$ cat config.mk
export PLATFORM = sky130hd
export DESIGN_NAME = sigma_delta_fast_demod_flat
export DESIGN_NICKNAME = d
export VERILOG_FILES = /design/src/rtl/sigma_delta_fast_demod_if.sv /design/src/rtl/sigma_delta_fast_demod.sv /design/src/flat_wrapper.sv
export SDC_FILE = /design/constraint.sdc
export NUM_CORES = 1
export LEC_CHECK = 0
export ABC_CLOCK_PERIOD_IN_PS = 9000
export CAP_MARGIN = 20
export CORE_MARGIN = 10
export CORE_UTILIZATION = 40
export CTS_BUF_LIST = sky130_fd_sc_hd__clkbuf_8
export DETAILED_ROUTE_END_ITERATION = 10
export PLACE_DENSITY_LB_ADDON = 0.1
export SETUP_SLACK_MARGIN = 0.1
export SLEW_MARGIN = 20
export SYNTH_ARGS = -nofsm -noshare
export SYNTH_HDL_FRONTEND = slang
export SYNTH_SLANG_ARGS = --single-unit
$ cat constraint.sdc
create_clock -name clk -period 9 [get_ports clk]
set_input_delay 1.8 -clock clk [delete_from_list [all_inputs] [get_ports clk]]
set_output_delay 1.8 -clock clk [all_outputs]
set_load 0.05 [all_outputs]
$ cat src/rtl/sigma_delta_fast_demod_if.sv
// Packed sigma-delta link bundle: word offer/accept plus the decimated sample.
// master drives en/sdIn and observes ready/out/outValid/overrun; slave is the demodulator side.
// OUTLEN = packed word width, OUTW = decimated sample width.
interface sigma_delta_fast_demod_if #(
  parameter int OUTLEN = 16,
  parameter int OUTW   = 16
);
  logic              en;        // word strobe, taken when en && ready
  logic [OUTLEN-1:0] sdIn;      // packed bits, bit 0 first
  logic              ready;     // a word can be taken this cycle
  logic [OUTW-1:0]   out;       // decimated unsigned sample
  logic              outValid;  // one-cycle strobe, out updated
  logic              overrun;   // sticky: word offered while not ready

  modport master (output en, sdIn, input  ready, out, outValid, overrun);
  modport slave  (input  en, sdIn, output ready, out, outValid, overrun);
endinterface

$ cat src/rtl/sigma_delta_fast_demod.sv
// Purpose: unpack OUTLEN-bit sigma-delta words LSB first into a sinc3 (CIC) decimator, one sample per OSR bits.
// Latency: bit i of a word accepted at edge t is integrated at edge t+1+i; out/outValid follow the block's last bit by one edge.
// Backpressure: ready while at most one bit is pending; a word offered while not ready is dropped and sets sticky overrun.
// Ports: clk, rst (async, active-low), sd (slave modport: en, sdIn, ready, out, outValid, overrun).
module sigma_delta_fast_demod #(
  parameter  int OUTLEN = 16,
  parameter  int OSR    = 32,
  localparam int OUTW   = 3*$clog2(OSR)+1
) (
  input logic                    clk,
  input logic                    rst,
  sigma_delta_fast_demod_if.slave sd
);

  localparam int REMW = $clog2(OUTLEN+1);
  localparam int CNTW = $clog2(OSR);

  logic [OUTLEN-1:0] sreg;
  logic [REMW-1:0]   rem;
  logic [CNTW-1:0]   cnt;
  logic [OUTW-1:0]   i1, i2, i3;
  logic [OUTW-1:0]   d_z, c1_z, c2_z;
  logic              samp;
  logic [OUTW-1:0]   out_q;
  logic              out_vld_q;
  logic              ovr_q;

  logic              accept;
  logic              proc;
  logic              x;
  logic [OUTW-1:0]   i1_nx, i2_nx, i3_nx;
  logic [OUTW-1:0]   c1, c2, c3;

  // Taking a word while the last old bit is still pending keeps the bit stream gapless.
  assign sd.ready    = (rem <= REMW'(1));
  assign accept      = sd.en && sd.ready;
  assign proc        = (rem != '0);
  assign x           = sreg[0];
  assign sd.out      = out_q;
  assign sd.outValid = out_vld_q;
  assign sd.overrun  = ovr_q;

  // Integrator chain uses the freshly updated lower stage; all arithmetic wraps modulo 2^OUTW.
  always_comb begin
    i1_nx = i1 + {{(OUTW-1){1'b0}}, x};
    i2_nx = i2 + i1_nx;
    i3_nx = i3 + i2_nx;
    c1    = i3 - d_z;
    c2    = c1 - c1_z;
    c3    = c2 - c2_z;
  end

  always_ff @(posedge clk or negedge rst) begin
    if (!rst) begin
      sreg  <= '0;
      rem   <= '0;
      ovr_q <= 1'b0;
    end else begin
      if (accept) begin
        sreg <= sd.sdIn;
        rem  <= REMW'(OUTLEN);
      end else if (proc) begin
        sreg <= sreg >> 1;
        rem  <= rem - REMW'(1);
      end
      if (sd.en && !sd.ready) begin
        ovr_q <= 1'b1;
      end
    end
  end

  always_ff @(posedge clk or negedge rst) begin
    if (!rst) begin
      i1   <= '0;
      i2   <= '0;
      i3   <= '0;
      cnt  <= '0;
      samp <= 1'b0;
    end else begin
      // samp marks that i3 now holds the value after the block's last bit.
      samp <= proc && (cnt == CNTW'(OSR-1));
      if (proc) begin
        i1  <= i1_nx;
        i2  <= i2_nx;
        i3  <= i3_nx;
        cnt <= cnt + CNTW'(1);
      end
    end
  end

  // Comb section runs once per block on the registered decimated integrator value.
  always_ff @(posedge clk or negedge rst) begin
    if (!rst) begin
      d_z       <= '0;
      c1_z      <= '0;
      c2_z      <= '0;
      out_q     <= '0;
      out_vld_q <= 1'b0;
    end else begin
      out_vld_q <= samp;
      if (samp) begin
        d_z   <= i3;
        c1_z  <= c1;
        c2_z  <= c2;
        out_q <= c3;
      end
    end
  end

endmodule

$ cat src/flat_wrapper.sv
// flat-port wrapper written by rule: the top's interface ports become plain ports
module sigma_delta_fast_demod_flat 
#(
  parameter  int OUTLEN = 16,
  parameter  int OSR    = 32,
  localparam int OUTW   = 3*$clog2(OSR)+1
)
  (clk, rst, sd_en, sd_sdIn, sd_ready, sd_out, sd_outValid, sd_overrun);
  sigma_delta_fast_demod_if #(.OUTLEN(OUTLEN), .OUTW((3*$clog2(OSR)+1))) sd_i ();
  input logic clk;
  input logic rst;
  input wire logic [$bits(sd_i.en)-1:0] sd_en;
  input wire logic [$bits(sd_i.sdIn)-1:0] sd_sdIn;
  output wire logic [$bits(sd_i.ready)-1:0] sd_ready;
  output wire logic [$bits(sd_i.out)-1:0] sd_out;
  output wire logic [$bits(sd_i.outValid)-1:0] sd_outValid;
  output wire logic [$bits(sd_i.overrun)-1:0] sd_overrun;
  assign sd_i.en = sd_en;
  assign sd_i.sdIn = sd_sdIn;
  assign sd_ready = sd_i.ready;
  assign sd_out = sd_i.out;
  assign sd_outValid = sd_i.outValid;
  assign sd_overrun = sd_i.overrun;
  sigma_delta_fast_demod #(.OUTLEN(OUTLEN), .OSR(OSR)) u_core (.clk(clk), .rst(rst), .sd(sd_i));
endmodule
==> out/qor.yml, run 1 <==
run_status:
  outcome: "finished, final reports clean"
synthesis:
  synth_top_family_by_area: "simple AND/OR/NAND/NOR gates"
  yosysSeqAreaShare_pct: 38.24
  synth-edff-count: 0
  synthSimpleGateAreaFrac_pct: 17.30
  synth_cell_types: 67
  synthAdderAreaFrac_pct: 12.07
  synth.mux.area_fraction_pct: 3.146
  ys_async_sr_fraction_pct: 100.0
  synth_fp_nets: 1138
  ys_warn_count: 0
  synthCells: 1033
  syn_avg_cell_area_um2: 8.933
  synth_flop_cell: "dfrtp_1"
  ys_seq_elements: 141
  synthXorXnorAreaFrac_pct: 8.258
  synth_compound_area_share_pct: 16.60
  synth_area_mm2: 0.009228
grt:
  grt_use_total_pct: 13.24
  antenna_found_initial: 0
  grt_pass1_vias: 7054
  grt_max_degree: 90
  grt_pass1_wl_mm: 32.58
  grt_overflow: 0
timing:
  layout_min_cycle_time_ns: 5.097
  tns_ns: 0
  holdWs_ns: 0.4796
  finalSetupViolCount: 0
  drv_slew: 0
  post-route-period-util_pct: 56.64
  rsz0062_at_grt: "no"
  final.setup.worst_slack_ns: 3.903
  clock.fmax_ghz: 0.1962
  hold_viol: 0
  fin_skew_ns: 0.01183
  worst_pin_slew_ns: 0.9972
  max-slew-margin-rel_pct: 33.36
floorplan:
  core_area_mm2: 0.02264
  start_util_pct: 40.76
  num_rows: 55
  die_y_um: 171.9
  die_area_mm2: 0.02954
  die_width_um: 171.9
  ios: 38
layout:
  syn2layout_area_growth_pct: 11.24
  n_fill_cell: 2245
  fin_util_pct: 45.34
  fin_nets: 1171
  final_cell_mix: "nand2_1, dfrtp_1, nor2_1, ha_1, inv_1"
  drive_above_1_share_pct: 8.078
  layout_commonest_cell: "nand2_1"
  antenna-diode-count: 0
route:
  num_vias: 6867
  routed_wirelength_mm: 18.26
  vias_per_cell: 5.042
  remaining_drc_errors: 0
  ant_nets: 0
  wl_per_cell_um: 13.40
  first_pass_iters: 4
  drt_iter0_markers: 405
critical_path:
  crit_type: "flop to flop"
  cp-start-kind: "flop"
  cp.arrival_ns: 5.44
  worstPathMaxFanout: 5
  crit_required_ns: 9.34
  endpoint_kind: "flop"
job:
  maxCapViolCount: 0
clock_network:
  cts_resized: 0
  cts.sinks: 141
  clock_latency_ns: 0.44
  cts_buffers: 17
  cts_root_buf: "clkbuf_8"
  cts.clk_slew.worst_paths_ns: 0.08
  cts_tree: "yes"
  post_cts_buffers: 0
  clk_path_buf_depth: 2
  hold_buffers: 0
  h-tree-depth: 4
placement:
  hpwl_mm: 12.88
  gp_congestion: 0.8120
  port_buffers: 37
  post-place-ws_ns: 3.886
min_path:
  hold_path_class: "flop to flop"
[logic make-up after synthesis]
group | Yosys count
AND/OR/NAND/NOR | 354
AO/OA/AOI/OAI | 233
flip-flops | 141
buffers and inverters | 106
XOR/XNOR | 87
adder cells (fa/ha/maj) | 86
multiplexers | 26
[stage by stage]
| stage | instances | area, um^2 |
|---|---|---|
| global route | 1362 | 10260 |
| CTS | 1362 | 10260 |
| floorplan | 1033 | 9228 |
| global placement | 1332 | 9892 |
| finish | 1362 | 10260 |
| detailed placement | 1332 | 9892 |
[cells in the mapped netlist, types with 14 or more instances]
cell	count	area share (%)
nor3_1	17	0.92
xor2_1	31	2.9
and3_1	15	1.0
nand3_1	17	0.92
nor2_1	101	4.1
mux2_2	24	2.9
a21o_1	14	1.1
clkbuf_1	23	0.94
inv_1	77	3.1
a31oi_1	21	1.4
o21ai_0	62	3.4
xnor2_1	56	5.3
ha_1	81	11
a21oi_1	42	2.3
nand2_1	150	6.1
dfrtp_1	141	38
[worst max-delay path: stages, from the launching register on]
cell,delay [ns]
dfrtp_1,0.38
inv_1,0.06
ha_1,0.21
fa_1,0.40
nor2b_1,0.13
o21ai_1,0.08
a21boi_1,0.20
o21ai_1,0.10
a21boi_1,0.25
o21a_1,0.16
o21a_1,0.18
or4_1,0.12
nand3_1,0.07
ha_1,0.34
nand4_1,0.13
or2_2,0.31
a21oi_1,0.17
nor2_1,0.08
xnor2_1,0.19
ha_1,0.32
and3_1,0.17
o211a_1,0.12
o31ai_1,0.33
xnor2_1,0.18
nand2_1,0.07
o311ai_1,0.24
[layer usage]
layer	vias up	GRT usage (%)	wire length, um
met5	-	0	0
met4	0	3.748	237
met3	14	2.736	521
met2	71	22.85	8558
met1	3143	16.33	8939
li1	3639	-	-
[cell type report]
cell class	instances	area [um^2]	share of cell area [%]
clock inverters	12	125.1	1.219
inverters	78	292.8	2.852
repair buffers	42	409.1	3.986
clock buffers	18	247.7	2.413
well taps	285	356.6	3.474
flip-flops and latches	141	3530	34.39
multi-input cells	786	5304	51.67
[registers in the layout, indices dropped and copies added, names as in the netlist, 5 cells and up]
| signal | flops |
|---|---|
| u_core.cnt | 5 |
| u_core.c2_z | 16 |
| u_core.i3 | 16 |
| u_core.i1 | 16 |
| u_core.rem | 5 |
| u_core.sreg | 16 |
| u_core.c1_z | 16 |
| u_core.d_z | 16 |
| u_core.i2 | 16 |
| u_core.sd.out | 16 |
[final timing paths]
kind	start	to	slack, ns	cells past startpoint
max reg2reg	u_core.i3[0]	u_core.sd.out[15]	3.90	25
min in group asynchronous	rst	u_core.sd.out[0]	1.39	1
max	u_core.i3[0]	u_core.sd.out[15]	3.90	25
min reg2reg	u_core.i1[0]	u_core.i1[0]	0.48	2
min	u_core.i1[0]	u_core.i1[0]	0.48	2
max in group asynchronous	rst	u_core.samp	6.20	2
Power of run 1 is not shown: default switching activity piles up to over one toggle a cycle in this logic, so the estimate is an artifact.
==> run 2: changes to the inputs <==
--- a/config.mk
+++ b/config.mk
@@ -5,7 +5,7 @@
 export SDC_FILE = /design/constraint.sdc
 export NUM_CORES = 1
 export LEC_CHECK = 0
-export ABC_CLOCK_PERIOD_IN_PS = 9000
+export ABC_CLOCK_PERIOD_IN_PS = 4600
 export CAP_MARGIN = 20
 export CORE_MARGIN = 10
 export CORE_UTILIZATION = 40
==> constraint.sdc (replaced) <==
create_clock -name clk -period 4.6 [get_ports clk]
set_input_delay 0.92 -clock clk [delete_from_list [all_inputs] [get_ports clk]]
set_output_delay 0.92 -clock clk [all_outputs]
set_load 0.05 [all_outputs]
==> out/qor.yml, run 2 (synthesis results as in run 1) <==
layout:
  final_cell_mix: "nand2_1, dfrtp_1, nor2_1, inv_1, ha_1"
  antenna-diode-count: 0  # unchanged
  multi_input_area_mm2: 0.005632  # +6.2%
  drive_above_1_share_pct: 17.84  # +9.8 points
  seqCellArea_mm2: 0.003530  # unchanged
  n_fill_cell: 2201  # -2.0%
  fin_nets: 1225  # +4.6%
  syn2layout_area_growth_pct: 19.91
  layout_commonest_cell: "nand2_1"
  stdcell_area_mm2: 0.01106  # +7.8%
grt:
  grt_use_total_pct: 13.73  # +0.49 points
  grt_util_met2_pct: 23.78  # +0.93 points
  busiest_layer: "met2"
  met3_usage_pct: 2.690  # -0.046 points
  grt_max_degree: 80  # -11%
  grt_pass1_vias: 7367  # +4.4%
  antenna_found_initial: 0  # unchanged
  grt_overflow: 0  # unchanged
  met1_usage_pct: 16.97  # +0.64 points
  grt_pass1_wl_mm: 33.89  # +4.0%
critical_path:
  cp_top_family: "simple AND/OR/NAND/NOR gates"
  endpoint_kind: "flop"
  cp_common_cell: "ha_4"
  cpMaxStageDelayCell: "or4_4"
  cp.arrival_ns: 4.91  # -0.53 ns
  worstPathMaxFanout: 5  # unchanged
  cp-start-kind: "flop"
  crit_type: "flop to flop"
  path_buf_inv: 2  # +1
  cp_slowest_stage_delay_ns: 0.42  # +0.02 ns
  crit_required_ns: 4.93  # -4.41 ns
timing:
  finalSetupViolCount: 0  # unchanged
  worst_pin_slew_ns: 0.9832  # -0.01403 ns
  layout_min_cycle_time_ns: 4.580  # -0.5173 ns
  post-route-period-util_pct: 99.56  # +43 points
  fin_skew_ns: 0.01296  # +0.001130 ns
  hold_viol: 0  # unchanged
  max-slew-margin-rel_pct: 34.30  # +0.94 points
  drv_slew: 0  # unchanged
  clock.fmax_ghz: 0.2183  # +11%
  rsz0062_at_grt: "yes"
route:
  num_vias: 7151  # +4.1%
  routed_wirelength_mm: 18.93  # +3.7%
  ant_nets: 0  # unchanged
  first_pass_iters: 4  # unchanged
  wl_per_cell_um: 13.36  # -0.34%
  drt_iter0_markers: 325  # -20%
  remaining_drc_errors: 0  # unchanged
  vias_per_cell: 5.047  # about the same
clock_network:
  h-tree-depth: 4  # unchanged
  cts_buffers: 17  # unchanged
  clk_path_buf_depth: 2  # unchanged
  cts_root_buf: "clkbuf_8"
  hold_buffers: 0  # unchanged
  cts.clk_slew.worst_paths_ns: 0.09  # about the same
  clock_latency_ns: 0.46  # +0.02 ns
  cts_tree: "yes"
  cts.sinks: 141  # unchanged
placement:
  hpwl_mm: 13.59  # +5.5%
  gp_congestion: 0.7998  # -1.5%
  placed_cell_area_mm2: 0.01022  # +3.3%
  port_buffers: 37  # unchanged
floorplan:
  die_y_um: 171.9  # unchanged
  start_util_pct: 40.76  # unchanged
  die_width_um: 171.9  # unchanged
  num_rows: 55  # unchanged
  core_area_mm2: 0.02264  # unchanged
  ios: 38  # unchanged
  die_area_mm2: 0.02954  # unchanged
min_path:
  hold_path_class: "flop to flop"
job:
  maxCapViolCount: 0  # unchanged
run_status:
  outcome: "finished, final reports clean"
[run 2: cell types whose count changed in the layout (fill, tap and decap cells not counted), sizes merged]
cell,delta
buf,+54
bufinv,+2
clkinvlp,-2
inv,+1
[run 2: worst paths after layout]
| check | slack, ns | startpoint | end | cells after the start |
|---|---|---|---|---|
| setup reg to reg | 0.02 | u_core.i3[0] | u_core.sd.out[13] | 25 |
| hold reg to reg | 0.48 | u_core.cnt[3] | u_core.cnt[3] | 1 |
| min in group asynchronous | 0.51 | rst | u_core.sd.out[0] | 1 |
| hold / removal | 0.48 | u_core.cnt[3] | u_core.cnt[3] | 1 |
| setup / recovery | 0.02 | u_core.i3[0] | u_core.sd.out[13] | 25 |
| max in group asynchronous | 3.27 | rst | u_core.d_z[10] | 2 |
[run 2: repair_timing]
item	4_1_cts	5_1_grt
buffers inserted	4	10
pin swaps	18	31
endpoints found under the setup margin	4	12
gates resized for setup	11	55
[run 2: layout make-up]
cell class	instances	share of cell area, %
clock inverter	13	1.696
multi-input combinational	786	50.90
timing repair buffer	96	7.396
tap	285	3.223
inverter	78	2.646
sequential	141	31.90
clock buffer	18	2.239
[run 2: metrics by stage]
step                TNS (ns)  hold WS [ns]  util, %  setup slack [ns]  cells
finish                     0        0.4756    48.87           0.02001   1417
global route         -0.5556        0.4939    48.87           -0.2786   1417
CTS                  -0.3112        0.4753    47.39           -0.1778   1407
detailed placement   -0.2612        0.4628    45.15           -0.1726   1372
global placement    -0.09353        0.4553    45.15          -0.09353   1372
floorplan                  0        0.3519        -            0.1078   1033
[run 2: routing by layer]
layer  part of all wire, %  vias up
li1                      -     3737
met1                    48     3341
met2                    48       58
met3                   2.6       15
met4                   1.1        0
met5                     0        -
Power of run 2 is left out for the same reason.
==> run 3: changes to the inputs <==
--- a/config.mk
+++ b/config.mk
@@ -10,6 +10,7 @@
 export CORE_MARGIN = 10
 export CORE_UTILIZATION = 40
 export CTS_BUF_LIST = sky130_fd_sc_hd__clkbuf_8
+export CTS_CLUSTER_SIZE = 14
 export DETAILED_ROUTE_END_ITERATION = 10
 export PLACE_DENSITY_LB_ADDON = 0.1
 export SETUP_SLACK_MARGIN = 0.1
==> results of run 3 <==
Same layout as run 2: the final DEF is identical, and so are final timing and power.
Power of run 3 is left out for the same reason.
